`src/rtl/bcd2bin_seq.sv`:
```
// Sequential signed BCD to two's-complement converter, one Horner step per clock.
// Define BCD2BIN_SAT_EN to saturate on overflow instead of returning zero.
module bcd2bin_seq #(
    parameter int WIDTH  = 12,
    parameter int DIGITS = 4
) (
    input  logic                clk,
    input  logic                rst_n,
    input  logic                start,
    input  logic [4*DIGITS-1:0] bcd,
    input  logic [3:0]          bcd_sgn,
    output logic [WIDTH-1:0]    bin,
    output logic                busy,
    output logic                done,
    output logic                err
);

    localparam int AW = 4 * DIGITS;
    localparam int CW = (DIGITS > 1) ? $clog2(DIGITS) : 1;
    localparam int EW = ((AW > WIDTH) ? AW : WIDTH) + 1;

    localparam logic [EW-1:0] NEG_LIM = EW'(1) << (WIDTH - 1);
    localparam logic [EW-1:0] POS_LIM = NEG_LIM - EW'(1);

`ifdef BCD2BIN_SAT_EN
    localparam logic [WIDTH-1:0] SAT_MAX = {1'b0, {(WIDTH-1){1'b1}}};
    localparam logic [WIDTH-1:0] SAT_MIN = {1'b1, {(WIDTH-1){1'b0}}};
`endif

    typedef enum logic [1:0] {
        IDLE,
        CONV,
        FIN
    } state_t;

    state_t state;
    state_t state_nxt;

    logic [AW-1:0]    bcd_sh;
    logic [AW-1:0]    acc;
    logic [3:0]       sgn_q;
    logic [CW-1:0]    cnt;
    logic             bad;

    logic [3:0]       digit;
    logic [AW-1:0]    acc_nxt;
    logic             last;
    logic             accept;
    logic             neg;
    logic [EW-1:0]    mag_e;
    logic [EW-1:0]    neg_e;
    logic             ovf;
    logic [WIDTH-1:0] bin_nxt;
    logic             err_nxt;

    always_ff @(posedge clk or negedge rst_n) begin
        if (!rst_n) begin
            state <= IDLE;
        end else begin
            state <= state_nxt;
        end
    end

    always_comb begin
        state_nxt = state;
        unique case (state)
            IDLE:    if (start) state_nxt = CONV;
            CONV:    if (last) state_nxt = FIN;
            FIN:     state_nxt = IDLE;
            default: state_nxt = IDLE;
        endcase
    end

    always_comb begin
        digit   = bcd_sh[AW-1 -: 4];
        acc_nxt = (acc << 3) + (acc << 1) + AW'(digit);
        last    = (cnt == CW'(DIGITS - 1));
        accept  = (state == IDLE) && start;
        neg     = (sgn_q == 4'hA);
        mag_e   = EW'(acc);
        neg_e   = EW'(0) - mag_e;
        ovf     = neg ? (mag_e > NEG_LIM) : (mag_e > POS_LIM);
        bin_nxt = '0;
        err_nxt = 1'b0;
        // A bad digit outranks overflow: its magnitude is meaningless.
        if (bad) begin
            err_nxt = 1'b1;
        end else if (ovf) begin
            err_nxt = 1'b1;
`ifdef BCD2BIN_SAT_EN
            bin_nxt = neg ? SAT_MIN : SAT_MAX;
`endif
        end else begin
            bin_nxt = neg ? neg_e[WIDTH-1:0] : mag_e[WIDTH-1:0];
        end
    end

    always_ff @(posedge clk or negedge rst_n) begin
        if (!rst_n) begin
            bcd_sh <= '0;
            acc    <= '0;
            sgn_q  <= '0;
            cnt    <= '0;
            bad    <= 1'b0;
            bin    <= '0;
            busy   <= 1'b0;
            done   <= 1'b0;
            err    <= 1'b0;
        end else begin
            done <= 1'b0;
            if (accept) begin
                bcd_sh <= bcd;
                sgn_q  <= bcd_sgn;
                acc    <= '0;
                cnt    <= '0;
                bad    <= 1'b0;
                busy   <= 1'b1;
            end else if (done) begin
                busy <= 1'b0;
            end
            if (state == CONV) begin
                acc    <= acc_nxt;
                bcd_sh <= bcd_sh << 4;
                cnt    <= cnt + CW'(1);
                if (digit > 4'd9) bad <= 1'b1;
            end
            if (state == FIN) begin
                bin  <= bin_nxt;
                err  <= err_nxt;
                done <= 1'b1;
            end
        end
    end

endmodule

```
`config.mk`:
```
export PLATFORM = sky130hd
export DESIGN_NAME = bcd2bin_seq
export DESIGN_NICKNAME = d
export VERILOG_FILES = /design/src/rtl/bcd2bin_seq.sv
export SDC_FILE = /design/constraint.sdc
export NUM_CORES = 1
export LEC_CHECK = 0
export CAP_MARGIN = 15
export CORE_UTILIZATION = 45
export DETAILED_ROUTE_END_ITERATION = 12
export GPL_TIMING_DRIVEN = 0
export PLACE_DENSITY = 0.66
export SYNTH_ARGS = -nofsm -noshare
export SYNTH_HDL_FRONTEND = slang
export SYNTH_SLANG_ARGS = --single-unit
```
`constraint.sdc`:
```
create_clock -name clk -period 2.5 [get_ports clk]
set_input_delay 0.5 -clock clk [delete_from_list [all_inputs] [get_ports clk]]
set_output_delay 0.5 -clock clk [all_outputs]
set_load 0.01 [all_outputs]
```
; ---- After elaboration in Yosys (flattened, before gate mapping)
; Index checks and enable logic that the tools add are counted.
[word_totals]
output_inout_bits = 15
inputBits = 23
register_bits = 56
[classes]
add_sub_neg = 4
n_reduce_logical = 5
magnitude_cmp = 3
mux = 21
eq_ne = 6
[ops]
columns = op, count
row1 = 2-to-1 mux 16 bit, 4
row2 = 2-to-1 mux 12 bit, 3
row3 = adder 16 bit, 1
row4 = adder 16 x 4 -> 16 bit, 1
row5 = "greater-than comparator 16 x 11 -> 1 bit, second input constant", 1
row6 = "greater-than comparator 16 x 12 -> 1 bit, second input constant", 1
row7 = "subtractor 1 x 12 -> 12 bit, first input constant", 1
row8 = 2-to-1 mux 1 bit, 9
row9 = 2-to-1 mux 2 bit, 4
row10 = "equality test 2 bit, second input constant", 2
row11 = "equality test 4 bit, second input constant", 1
row12 = "greater-than comparator 4 bit, second input constant", 1
row13 = "!= test 2 bit, second input constant", 2
row14 = case mux 2 bit (2 select lines), 1
row15 = nonzero test 2 bit, 2
row16 = "adder 2 x 1 -> 2 bit, second input constant", 1
row17 = "equality test 2 x 1 -> 1 bit, second input constant", 1
row18 = zero test 2 bit, 1
row19 = AND reduction 2 bit, 1
row20 = logical AND 1 bit, 1

; ---- Longest topological paths before layout
; Gate-level depths: netlist of the first run.
[logic_depth]
depth_word = 5
mapped_depth = 10

; ---- Worst setup path before layout of the first run
; OpenSTA, ideal clock, no wires.
[synth_timing]
path_type = register to register
start = register acc[2]
end = register acc[9]
synth_period_minus_slack_ns = 2.535
stages_incl_launch_ff = 11
arrival_ns = 2.413
n_path_buf = 0
setup_ns = 0.122
slack_ns = -0.035
required_time_ns = 2.378
cell_sequence = dfrtp_1 > inv_1 > fa_1 > inv_1 > ha_1 > a21oi_1 > nor2_1 > o21ai_2 > a21boi_1 > or3_1 > a32o_1
[synth_via]
elab_chain_cells = 3
[synth_lines]
columns = element, line
row1 = "start, declared", 40  ; logic [AW-1:0] acc;
row2 = "start signal, assigned", 122  ; acc <= acc_nxt;
row3 = adder 16 bit, 76  ; acc_nxt = (acc << 3) + (acc << 1) + AW'(digit);
row4 = adder 16 x 4 -> 16 bit, 76
row5 = 2-to-1 mux 16 bit, 121  ; if (state == CONV) begin
; Every way passes these cells.
; A chain may end at the register's enable or synchronous reset.

; ---- Worst setup path after layout of the first run
[layout_timing]
start = register acc[2]
end = register acc[13]
; Same word-level chain as after synthesis.

==> results.toml, run 1 <==
[synth]
synth_seq_cells = 56
syn_nets = 415
ys_types = 47
synth_area_sq_um = 3264
yosys_warnings = 0
synthFlopType = "dfrtp_1"
syn_area_per_cell_sq_um = 9.018
syn_inst = 362
synth_edf_count = 0
ys_async_sr_fraction = 1.000
ys_seq_area_frac = 0.4293

[placement]
port_buffers = 37
gp_congestion = 0.8681
dp.cells = 496
hpwl_um = 5511
pre_cts_slack_ns = -0.2730

[clocking]
cts_buffers = 5
clock_latency_ns = 0.32
cts_root_buf = "clkbuf_8"
ctsHoldBuffers = 0
cts_tree = "built"
cts_num_sinks = 56
h-tree-depth = 2
cts.clk_slew.worst_paths_ns = 0.11
cts.path.max_buffers = 2

[final_layout]
layout.nets = 464
insertedDiodeCount = 0
area_growth_syn_to_layout_pct = 22.08
num-fill-cells = 637
drive_gt1_frac = 0.1189
final_cells = 508
final_common_cell = "nand2_1"
layout_common_cells = "nand2_1 (74), dfrtp_1 (51), clkdlybuf4s50_1 (36)"

[pwr]
combPwrFrac = 0.612
finalPower_w = 0.005782
p_seq_frac = 0.296
irDropWorstVdd_mv = 0.6284
p_leak_nw = 1.727
powerDensity_nw_per_um2 = 1451
switching_power_w = 0.002686
p_int_w = 0.003097
power_frac_clock = 0.092
swShare = 0.4645

[global_routing]
grt_antenna_before_repair = 0
grt-ovfl-total = 0
grt_pass1_wl_um = 12520
grt_use_total = 0.2126
grt_pass1_vias = 2607
grt_max_degree = 39

[sta]
setup_tns_ns = 0
worst_slack_ns = 0.09789
fmax_mhz = 416.3
hold_violations = 0
slew_violations = 0
grt_setup_unrepaired = "yes"
skew_ns = 0.008410
tightestPinTransition_ns = 0.5686
post-route-period-util = 0.9608
setup_viol = 0
fin_hold_ws_ns = 0.1215
fin_crit_ns = 2.402
slew_headroom = 0.6209

[job]
max_cap_viol_count = 0

[floorplan]
num_rows = 30
die_height_um = 87.17
die_area_sq_um = 7599
chipWidth_um = 87.17
initial_core_util = 0.4726
num_io_pins = 38
core-area_sq_um = 6907

[route]
route.detailed.drc = 0
avgViaCountPerCell = 5.278
drt_iter0_drc = 133
drt_wl_total_um = 7486
routedWlPerCell_um = 14.74
num_vias = 2681
ant_nets = 0
drt-pass1-iter-count = 4

[worst_setup_path]
reg2reg_depth = 10
crit_arrival_ns = 2.59
r2r_slack_ns = 0.1
cp.required_ns = 2.68
startpoint_type = "flop"
path_class = "reg -> reg"
crit_fanout = 5
worstReg2RegEnd = "acc[13]"
rr_startpoint = "acc[2]"
worst_setup_path_end_kind = "flop"

[outcome]
status = "finished clean"

[min_path]
holdCritPathClass = "in -> async"
## final cells by class
cell class                      count  area, sq um  area share
Buffer                             16        68.82     0.01727
Clock buffer                        5        68.82     0.01727
Clock inverter                      3        27.53    0.006907
Inverter                           12        47.55     0.01193
Multi-Input combinational cell    278         1829      0.4590
Sequential cell                    56         1408      0.3532
Tap cell                           96        120.1     0.03014
Timing Repair Buffer               42        415.4      0.1042
## how the worst max path moves through the flow
| stage | from | to | depth (start not counted) |
|---|---|---|---|
| global placement | rst_n | acc[2] | 1 |
| finish | acc[2] | acc[13] | 10 |
| global route | acc[2] | acc[14] | 10 |
| floorplan | acc[2] | acc[9] | 10 |
| CTS | acc[0] | acc[9] | 10 |
| detailed placement | acc[2] | acc[10] | 10 |
## power groups by stage
stage	Sequential, W	Combinational (W)	Clock (W)
4_1_cts	0.00169	0.00328	0.000545
3_3_place_gp	0.00172	0.00311	0
5_1_grt	0.00175	0.00404	0.000569
6_report	0.00171	0.00354	0.000532
3_5_place_dp	0.00172	0.00317	0
2_1_floorplan	0.00162	0.00242	0
## critical path, cell delays in order (launching register included)
cell and delay, ns:
dfrtp_2 0.46, buf_4 0.18, ha_1 0.35, ha_4 0.31, nand3_1 0.09, nor2_2 0.17, o21ai_2 0.09, buf_4 0.15
o311ai_2 0.23, xnor2_1 0.15, o21ai_0 0.10
## routing by layer
| metal | up-vias | wire [um] | GRT usage |
|---|---|---|---|
| li1 | 1340 | - | - |
| met1 | 1281 | 3564 | 0.3040 |
| met2 | 55 | 3568 | 0.3457 |
| met3 | 5 | 283 | 0.02844 |
| met4 | 0 | 70 | 0.04620 |
| met5 | - | 0 | 0 |
## Yosys cell counts, drive strengths merged (2+ instances only)
| master | count | area share |
|---|---|---|
| nor2b | 3 | 0.0057 |
| a31oi | 11 | 0.021 |
| dfrtp | 56 | 0.43 |
| buf | 3 | 0.0061 |
| nor4 | 2 | 0.0084 |
| nand3 | 19 | 0.032 |
| and2 | 2 | 0.0038 |
| a21oi | 13 | 0.021 |
| a21o | 3 | 0.0069 |
| o21a | 2 | 0.0046 |
| nand2b | 2 | 0.0038 |
| inv | 12 | 0.014 |
| xor2 | 7 | 0.019 |
| o31ai | 4 | 0.0092 |
| nor2 | 29 | 0.033 |
| clkbuf | 13 | 0.015 |
| ha | 28 | 0.11 |
| xnor2 | 15 | 0.040 |
| o21ai | 38 | 0.064 |
| fa | 2 | 0.012 |
| o211ai | 3 | 0.0069 |
| nand2 | 75 | 0.087 |
| or3 | 2 | 0.0042 |
| nor3 | 4 | 0.0061 |
## cells by family (layout without fill, tap and decap cells)
group,after synthesis,after routing,share of synthesized area
AND/OR/NAND/NOR,143,143,0.1989
adder cells (fa/ha/maj),30,30,0.1196
XOR/XNOR,22,22,0.05903
buffers and inverters,28,78,0.03488
flip-flops,56,56,0.4293
AO/OA/AOI/OAI,83,83,0.1583
## flip-flops by register name, indices dropped and copies added, names as in the netlist
register,flops
acc,16
bcd_sh,16
bin,12
sgn_q,4
cnt,2
state,2
bad,1
busy,1
done,1
err,1
## what timing repair did
action | 4_1_cts | 5_1_grt
pin swaps | 1 | 8
endpoints found under the hold margin | 0 | 0
buffers inserted | 3 | 1
resized for setup | 6 | 18
endpoints found under the setup margin | 8 | 7
## stage by stage
step,cell area [sq um],utilization
CTS,3902,0.5650
finish,3985,0.5770
detailed placement,3771,0.5460
floorplan,3266,-
global placement,3756,0.5438
global route,3985,0.5770
No activity file was read; power rests on OpenSTA's default activity.
==> run 2, diff against run 1 <==
--- a/config.mk
+++ b/config.mk
@@ -5,11 +5,13 @@
 export SDC_FILE = /design/constraint.sdc
 export NUM_CORES = 1
 export LEC_CHECK = 0
+export ABC_AREA = 1
 export CAP_MARGIN = 15
+export CORE_MARGIN = 1
 export CORE_UTILIZATION = 45
 export DETAILED_ROUTE_END_ITERATION = 12
 export GPL_TIMING_DRIVEN = 0
-export PLACE_DENSITY = 0.66
+export PLACE_DENSITY = 0.65
 export SYNTH_ARGS = -nofsm -noshare
 export SYNTH_HDL_FRONTEND = slang
 export SYNTH_SLANG_ARGS = --single-unit
==> run 2 against run 1 <==
Clock power shrank 1%. Non-clock buffer count down 10. Utilization down 3.3 points. Flip-flop and latch count did not move. Hold slack better by 0.083 ns. Wire length rose by 3.4%. Setup slack better by 0.13 ns. Global-route usage shrank 0.57 points. Combinational power rose by 7.6%. Cell area increased by 5.5%. Clock skew shrank 0.0041 ns. Largest cell class unchanged. Die area increased by 9.7%.
==> results.toml, run 2 <==
[sta]
tightestPinTransition_ns = 0.6721
fmax_mhz = 440.1
fin_crit_ns = 2.272
setup_viol = 0
hold_violations = 0
grt_setup_unrepaired = "no"
skew_ns = 0.004274
slew_headroom = 0.5519
slew_violations = 0
post-route-period-util = 0.9088
worst_slack_ns = 0.2279

[final_layout]
top_regs = "acc: 16 flops, bcd_sh: 16 flops, bin: 12 flops"
final_cells = 598
post-route-util = 0.5439
drive_gt1_frac = 0.1109
insertedDiodeCount = 0
design_area_sq_um = 4203
area_growth_syn_to_layout_pct = 17.12
layout.nets = 548
layout_common_cells = "nand2_1 (134), inv_1 (67), dfrtp_1 (56)"
final_common_cell = "nand2_1"

[pwr]
p_leak_nw = 2.166
irDropWorstVdd_mv = 0.8004
powerDensity_nw_per_um2 = 1414

[floorplan]
num_io_pins = 38
num_rows = 32
initial_core_util = 0.4644
core-area_sq_um = 7727
die_area_sq_um = 8336
chipWidth_um = 91.30
die_height_um = 91.30

[route]
route.detailed.drc = 0
drt-pass1-iter-count = 4
ant_nets = 0
routedWlPerCell_um = 12.95
drt_wl_total_um = 7742
avgViaCountPerCell = 4.985
drt_iter0_drc = 115
num_vias = 2981

[clocking]
cts.clk_slew.worst_paths_ns = 0.11
h-tree-depth = 2
cts_buffers = 5
ctsHoldBuffers = 0
clock_latency_ns = 0.31
cts_num_sinks = 56
cts.path.max_buffers = 2
post-cts-setup-buffers = 0
cts_tree = "built"
cts_root_buf = "clkbuf_8"
ctsResizeCount = 0

[synth]
ys_async_sr_fraction = 1.000
synth_top_area_frac = 0.3905
ys_seq_area_frac = 0.3905
syn_nets = 503
synthTopCellsByCount = "nand2_1 (134), inv_1 (68), dfrtp_1 (56)"
synth_area_sq_um = 3588
synth_seq_cells = 56
ys_types = 34
syn_area_per_cell_sq_um = 7.974
syn_inst = 450
synth_area_leader_cell = "dfrtp_1"
yosys_warnings = 0
yosysMostFrequentCell = "nand2_1"
synth_edf_count = 0
synthFlopType = "dfrtp_1"
ys_top_cells_by_area = "dfrtp_1 (39%), nand2_1 (14%), ha_1 (9.8%), inv_1 (7.1%), nand3_1 (4.2%)"

[placement]
placed_cell_area_sq_um = 4101
port_buffers = 37
gp_congestion = 0.8275
pre_cts_slack_ns = 0.05975
hpwl_um = 6172
dp.cells = 590

[global_routing]
grt_pass1_wl_um = 13760
grt_pass1_vias = 2973
grt_antenna_before_repair = 0
grt_max_degree = 30
grt_use_total = 0.2068
grt-ovfl-total = 0

[worst_setup_path]
crit_arrival_ns = 2.50
worst_setup_path_end_kind = "flop"
path_class = "reg -> reg"
cp.required_ns = 2.73
r2r_slack_ns = 0.23
startpoint_type = "flop"
crit_fanout = 5

[job]
max_cap_viol_count = 0

[min_path]
holdCritPathClass = "in -> async"

[outcome]
status = "finished clean"
run 2: kinds of logic after synthesis:
kind of cell,Yosys count,synth area share
adders and majority gates,30,0.1088
AOI/OAI and AO/OA,60,0.1273
DFF,56,0.3905
and+or+nand+nor,213,0.2528
xor gates and xnor gates,8,0.01953
buffers and inverters,83,0.1011
run 2: worst max-delay path, stage by stage, from the launching register on:
cell and delay [ns]:
dfrtp_1 0.40, inv_1 0.13, fa_1 0.51, inv_1 0.07
fa_2 0.42, nand3_1 0.11, nand3_2 0.12, nand2_1 0.08
nand3_1 0.08, nand2_1 0.07, nand2_1 0.04, o21ai_0 0.17
run 2: per-stage QoR:
step | power [W] | hold slack [ns] | TNS [ns]
final | 0.005944 | 0.2041 | 0
after global routing | 0.006620 | 0.2635 | 0
after CTS | 0.005979 | 0.2255 | 0
after detailed placement | 0.005434 | 0.4512 | 0
after global placement | 0.005347 | 0.4449 | -47.94
after floorplan | 0.004476 | 0.2044 | 0
run 2: final timing paths:
check / to / start / cells after the start
hold reg to reg: busy / done / 1
setup / recovery: acc[10] / acc[2] / 11
min in group clk: busy / done / 1
setup reg to reg: acc[10] / acc[2] / 11
max in group asynchronous: bcd_sh[1] / rst_n / 2
hold / removal: acc[14] / rst_n / 1
run 2: report_power, final:
group / switching, W / total, W / internal, W / leakage [nW]
registers: 0.000310 / 0.00160 / 0.00129 / 0.697
logic: 0.00230 / 0.00381 / 0.00151 / 1.42
clock network: 0.000320 / 0.000526 / 0.000205 / 0.0452
total: 0.00293 / 0.00594 / 0.00301 / 2.17
run 2: layer usage:
layer | GRT usage | up-vias | routed length, um
li1 | - | 1544 | -
met1 | 0.2796 | 1374 | 3782
met2 | 0.3453 | 53 | 3644
met3 | 0.03434 | 10 | 194
met4 | 0.05291 | 0 | 121
met5 | 0 | - | 0
run 2: final cells by class:
type | instances | area, sq um
sequential | 56 | 1401
fill | 740 | 3525
timing repair buffer | 38 | 385.4
tap | 102 | 127.6
clock buffer | 5 | 68.82
multi-input combinational | 311 | 1832
clock inverter | 3 | 25.02
buffer | 10 | 83.83
inverter | 73 | 279.0
==> run 3, diff against run 2 <==
--- a/config.mk
+++ b/config.mk
@@ -9,6 +9,7 @@
 export CAP_MARGIN = 15
 export CORE_MARGIN = 1
 export CORE_UTILIZATION = 45
+export CTS_CLUSTER_SIZE = 16
 export DETAILED_ROUTE_END_ITERATION = 12
 export GPL_TIMING_DRIVEN = 0
 export PLACE_DENSITY = 0.65
==> results of run 3 <==
Same layout as run 2: the final DEF is identical, and so are final timing and power.
